## src/rtl/agu_pair_gen_k2.sv

```systemverilog
// Radix-2 NTT butterfly index pair generator feeding the k2 order-translate stage.
// Walks every stage on a start pulse, one (Order_0, Order_1) pair per cycle, with
// a programmable idle gap between stages and a hold input that freezes the walk.
// Ports:
//   clk, rst              rising-edge clock, synchronous active-high reset
//   start, hold           launch request (IDLE only), freeze request
//   Order_0, Order_1      butterfly index pair, zero-extended to D_WIDTH
//   r_enable_k2           pair valid; other pair outputs are zero when low
//   AGU_done_k2           final pair of the final stage
//   l                     stage index of the current pair
//   busy                  transform in flight
module agu_pair_gen_k2 #(
    parameter int LOGN      = 8,
    parameter int D_WIDTH   = 16,
    parameter int STAGE_GAP = 4
) (
    input  logic               clk,
    input  logic               rst,
    input  logic               start,
    input  logic               hold,
    output logic [D_WIDTH-1:0] Order_0,
    output logic [D_WIDTH-1:0] Order_1,
    output logic               r_enable_k2,
    output logic               AGU_done_k2,
    output logic [2:0]         l,
    output logic               busy
);

    localparam int BW = LOGN - 1;
    localparam int GW = (STAGE_GAP > 1) ? $clog2(STAGE_GAP) : 1;

    typedef enum logic [1:0] {IDLE, RUN, GAP} state_t;

    state_t        state_q, state_d;
    logic [2:0]    s_q, s_d;
    logic [BW-1:0] b_q, b_d;
    logic [GW-1:0] g_q, g_d;

    logic [D_WIDTH-1:0] o0_d, o1_d;
    logic               en_d, done_d, busy_d;
    logic [2:0]         l_d;

    logic [2:0]      pos;
    logic [LOGN-1:0] bx, bit_d, mask, pair_lo;
    logic            last_b, last_s, last_g;

    // Order_0 is b with a zero inserted at bit pos: bits below pos stay,
    // bits at and above pos move up by one. Order_1 sets that bit.
    assign pos     = 3'(LOGN - 1) - s_q;
    assign bx      = LOGN'(b_q);
    assign bit_d   = LOGN'(1) << pos;
    assign mask    = bit_d - LOGN'(1);
    assign pair_lo = (bx & mask) | ((bx & ~mask) << 1);

    assign last_b = (b_q == '1);
    assign last_s = (s_q == 3'(LOGN - 1));
    assign last_g = (g_q == GW'(STAGE_GAP - 1));

    always_comb begin
        state_d = state_q;
        s_d     = s_q;
        b_d     = b_q;
        g_d     = g_q;
        o0_d    = '0;
        o1_d    = '0;
        en_d    = 1'b0;
        done_d  = 1'b0;
        l_d     = '0;
        busy_d  = busy;
        unique case (state_q)
            IDLE: begin
                // busy still high here means the final pair was emitted last
                // cycle; a start in that cycle is dropped.
                busy_d = 1'b0;
                if (start && !busy) begin
                    state_d = RUN;
                    s_d     = '0;
                    b_d     = '0;
                    g_d     = '0;
                    busy_d  = 1'b1;
                end
            end
            RUN: begin
                busy_d = 1'b1;
                if (!hold) begin
                    o0_d   = D_WIDTH'(pair_lo);
                    o1_d   = D_WIDTH'(pair_lo | bit_d);
                    en_d   = 1'b1;
                    l_d    = s_q;
                    done_d = last_b && last_s;
                    b_d    = b_q + BW'(1);
                    if (last_b) begin
                        if (last_s) begin
                            state_d = IDLE;
                            s_d     = '0;
                        end else if (STAGE_GAP == 0) begin
                            s_d = s_q + 3'd1;
                        end else begin
                            state_d = GAP;
                            g_d     = '0;
                        end
                    end
                end
            end
            GAP: begin
                busy_d = 1'b1;
                if (!hold) begin
                    if (last_g) begin
                        state_d = RUN;
                        s_d     = s_q + 3'd1;
                        b_d     = '0;
                        g_d     = '0;
                    end else begin
                        g_d = g_q + GW'(1);
                    end
                end
            end
            default: state_d = IDLE;
        endcase
    end

    always_ff @(posedge clk) begin
        if (rst) begin
            state_q     <= IDLE;
            s_q         <= '0;
            b_q         <= '0;
            g_q         <= '0;
            Order_0     <= '0;
            Order_1     <= '0;
            r_enable_k2 <= 1'b0;
            AGU_done_k2 <= 1'b0;
            l           <= '0;
            busy        <= 1'b0;
        end else begin
            state_q     <= state_d;
            s_q         <= s_d;
            b_q         <= b_d;
            g_q         <= g_d;
            Order_0     <= o0_d;
            Order_1     <= o1_d;
            r_enable_k2 <= en_d;
            AGU_done_k2 <= done_d;
            l           <= l_d;
            busy        <= busy_d;
        end
    end

endmodule

```

## config.mk

```make
export PLATFORM = sky130hd
export DESIGN_NAME = agu_pair_gen_k2
export DESIGN_NICKNAME = d
export VERILOG_FILES = /design/src/rtl/agu_pair_gen_k2.sv
export SDC_FILE = /design/constraint.sdc
export NUM_CORES = 1
export LEC_CHECK = 0
export CAP_MARGIN = 15
export CORE_ASPECT_RATIO = 1.25
export CORE_MARGIN = 4
export CORE_UTILIZATION = 40
export CTS_CLUSTER_DIAMETER = 40
export DETAILED_ROUTE_END_ITERATION = 8
export PLACE_DENSITY = 0.67
export SLEW_MARGIN = 20
export SYNTH_ARGS = -nofsm -noshare
export SYNTH_HDL_FRONTEND = slang
export SYNTH_SLANG_ARGS = --single-unit
```

## constraint.sdc

```tcl
create_clock -name clk -period 5.5 [get_ports clk]
set_input_delay 1.1 -clock clk [delete_from_list [all_inputs] [get_ports clk]]
set_output_delay 1.1 -clock clk [all_outputs]
set_load 0.02 [all_outputs]
```

==> impl_metrics.csv <==
group,metric,value,unit
pwr,switching_share,35.8,%
clock_network,clkTransAtPathRegs,70,ps
layout,num_antenna_cells,0,
sta,layout_min_cycle_time,2870,ps
layout,fin_nets,259,
sta,slew_headroom,44.3,%
pwr,power.share.combinational,33.1,%
placement,dp_hpwl,2820,um
die,fp.dieW,70.2,um
global_routing,grt_pass1_vias,1422,
die,boundaryPins,42,
clock_network,clock_sinks,36,
sta,hold_viol,0,
sta,final_max_slew_viol_count,0,
layout,final_cell_area,0.00224,sq mm
worst_hold_path,min_path_cells,2,
pwr,clkPwrFrac,25.1,%
clock_network,cts-resized-gates,0,
setup_path,cp_cell_sequence,"clkdlybuf4s50_1 > nor2_1 > nand2_1 > inv_1 > and3_1",
pwr,power.internal,0.441,mW
setup_path,crit_type,"in -> reg",
worst_hold_path,hp-class,"reg -> reg",
drt,post-route-drc-count,0,
yosys,ys_seq_area_share,37.2,%
yosys,synth_area_leader_cell,"dfxtp_1",
pwr,switchingPower,0.246,mW
setup_path,cpPeakStageDelay,1010,ps
sta,max_clock_freq,348,MHz
sta,finalSetupTns,0,ps
sta,clock_skew,4.33,ps
yosys,synth_seq_cells,36,
yosys,synth_commonest_cells,"dfxtp_1 (36), a21oi_1 (21), buf_4 (16)",
placement,placed_area,0.00217,sq mm
global_routing,grt_first_pass_wirelength,6160,um
setup_path,crit_required,5680,ps
yosys,synth_edf_count,0,
global_routing,grt_max_degree,25,
global_routing,overflow,0,
setup_path,start_kind,"primary input",
yosys,synth_top_area_share,37.2,%
die,die_h,85.8,um
setup_path,ff2ff_path_depth,7,
yosys,netlist_instances,217,
clock_network,clock_latency,280,ps
die,initial_core_util,41.2,%
setup_path,critPathBufInv,2,
drt,first_pass_iters,4,
drt,num_vias,1610,
layout,syn_to_final_growth,16.0,%
clock_network,ctsHoldBuffers,0,
die,die_area,0.00602,sq mm
job,cap_viol_max_count,0,
yosys,avgSynthCellArea,8.92,sq um
placement,place_congestion,0.898,
setup_path,cp.arrival,3050,ps
clock_network,tritoncts,"done",
pwr,p_total,0.686,mW
clock_network,cts_buffer_depth,2,
run_status,outcome,"completed",
setup_path,slowest_stage,"clkdlybuf4s50_1",
placement,io_buffers,25,
pwr,peakVddDrop,0.000181,V
sta,rsz0062_at_grt,"no",
yosys,yosys_warnings,0,
yosys,synth_async_sr_flop_share,0,%
drt,wl_per_cell,12.6,um
clock_network,cts_buffers,5,
clock_network,cts_root_buffer,"clkbuf_8",
global_routing,antenna_found_initial,0,
global_routing,grt_usage,12.6,%
layout,fill_cells,481,
yosys,netlist_area,0.00194,sq mm
drt,final_antenna_net_count,0,
pwr,p_leak,0.831,nW
drt,vias_per_cell,5.35,
layout,layout-drive-gt1-share,5.81,%
sta,post-route-period-util,52.2,%
setup_path,path_max_fanout,24,
clock_network,post_cts_buffers,0,
setup_path,path_delay_family,"buffers and inverters",
die,num_rows,28,
drt,wl,3790,um
pwr,power_density,306,mW/mm^2
sta,finalSetupViolCount,0,
setup_path,cp-end-kind,"flip-flop",
pwr,p_seq_share,41.9,%
yosys,yosysMostFrequentCell,"dfxtp_1",
yosys,yosysUniqueCellTypes,55,
yosys,ys.flop_type,"dfxtp_1",
setup_path,cp_num_cells,5,
sta,worst_pin_slew,832,ps
yosys,synth_area_leaders,"dfxtp_1 (37%), ha_1 (9.0%), buf_4 (6.2%)",
clock_network,htreeDepth,2,
die,coreArea,0.00469,sq mm
drt,drt_iter0_drc,102,
[final cells by class]
class / instances / area, sq um / share of cell area, %
clock buffers: 6 / 72.6 / 3.23
clock inverters: 1 / 5.00 / 0.223
inverters: 15 / 56.3 / 2.51
multi-input cells: 158 / 1060 / 47.4
flip-flops and latches: 36 / 721 / 32.1
well taps: 60 / 75.1 / 3.34
repair buffers: 25 / 250 / 11.1
[layer usage]
metal	wire length (um)	vias up	GRT usage, %
met5	0	-	0
met4	91	0	6.97
met3	200	10	3.40
met2	1800	43	21.7
met1	1690	757	14.0
li1	-	800	-
[registers in the layout, indices dropped and copies added, names as in the netlist]
signal / cells
l: 3
Order_1: 8
state_q: 2
AGU_done_k2: 1
g_q: 2
b_q: 7
s_q: 3
r_enable_k2: 1
busy: 1
Order_0: 8
[worst paths after layout]
path | slack [ps] | to | start
worst max-delay path | 2630 | Order_0[0] | rst
worst min-delay path | 490 | busy | busy
worst max register to register | 3270 | Order_0[6] | s_q[2]
worst min register to register | 490 | busy | busy
[stage by stage]
stage / setup WS [ps] / utilization, % / cells / hold WS (ps)
after floorplan: 3420 / - / 232 / 474
final: 2630 / 47.8 / 301 / 490
after global routing: 2510 / 47.8 / 301 / 513
after global placement: 2360 / 46.2 / 294 / 475
after CTS: 2630 / 47.8 / 301 / 495
after detailed placement: 2330 / 46.2 / 294 / 474
[worst reg2reg max path, stage by stage (launching register included)]
cell and delay (ps):
dfxtp_1 640, ha_1 400, inv_1 160, ha_1 290
nor3b_1 170, a32oi_1 240, nand2b_1 140, a21oi_1 60
[power by group through the flow]
stage,sequential [mW],clock (mW),combinational (mW)
detailed placement,0.293,0,0.224
CTS,0.287,0.179,0.226
global route,0.289,0.186,0.248
global placement,0.293,0,0.222
finish,0.287,0.172,0.227
floorplan,0.297,0,0.182
[kinds of logic (layout without fill, tap and decap cells)]
logic type / count (synthesis) / in the layout / synth area share [%]
buf+inv: 38 / 47 / 10.7
other cells: 1 / 16 / 0.194
compound gates: 67 / 67 / 25.3
simple gates: 60 / 60 / 17.1
fa+ha+maj: 14 / 14 / 9.05
xor+xnor: 1 / 1 / 0.453
flops: 36 / 36 / 37.2
[cell usage in the layout, fill, tap and decap left out, types with 6 or more instances in the layout]
cell type / instances
conb_1: 16
dfxtp_1: 36
ha_1: 14
clkdlybuf4s50_1: 25
inv_1: 15
nor2_1: 13
nand2_1: 10
a21oi_1: 21
o21ai_1: 6
No activity file was read; power rests on OpenSTA's default activity.
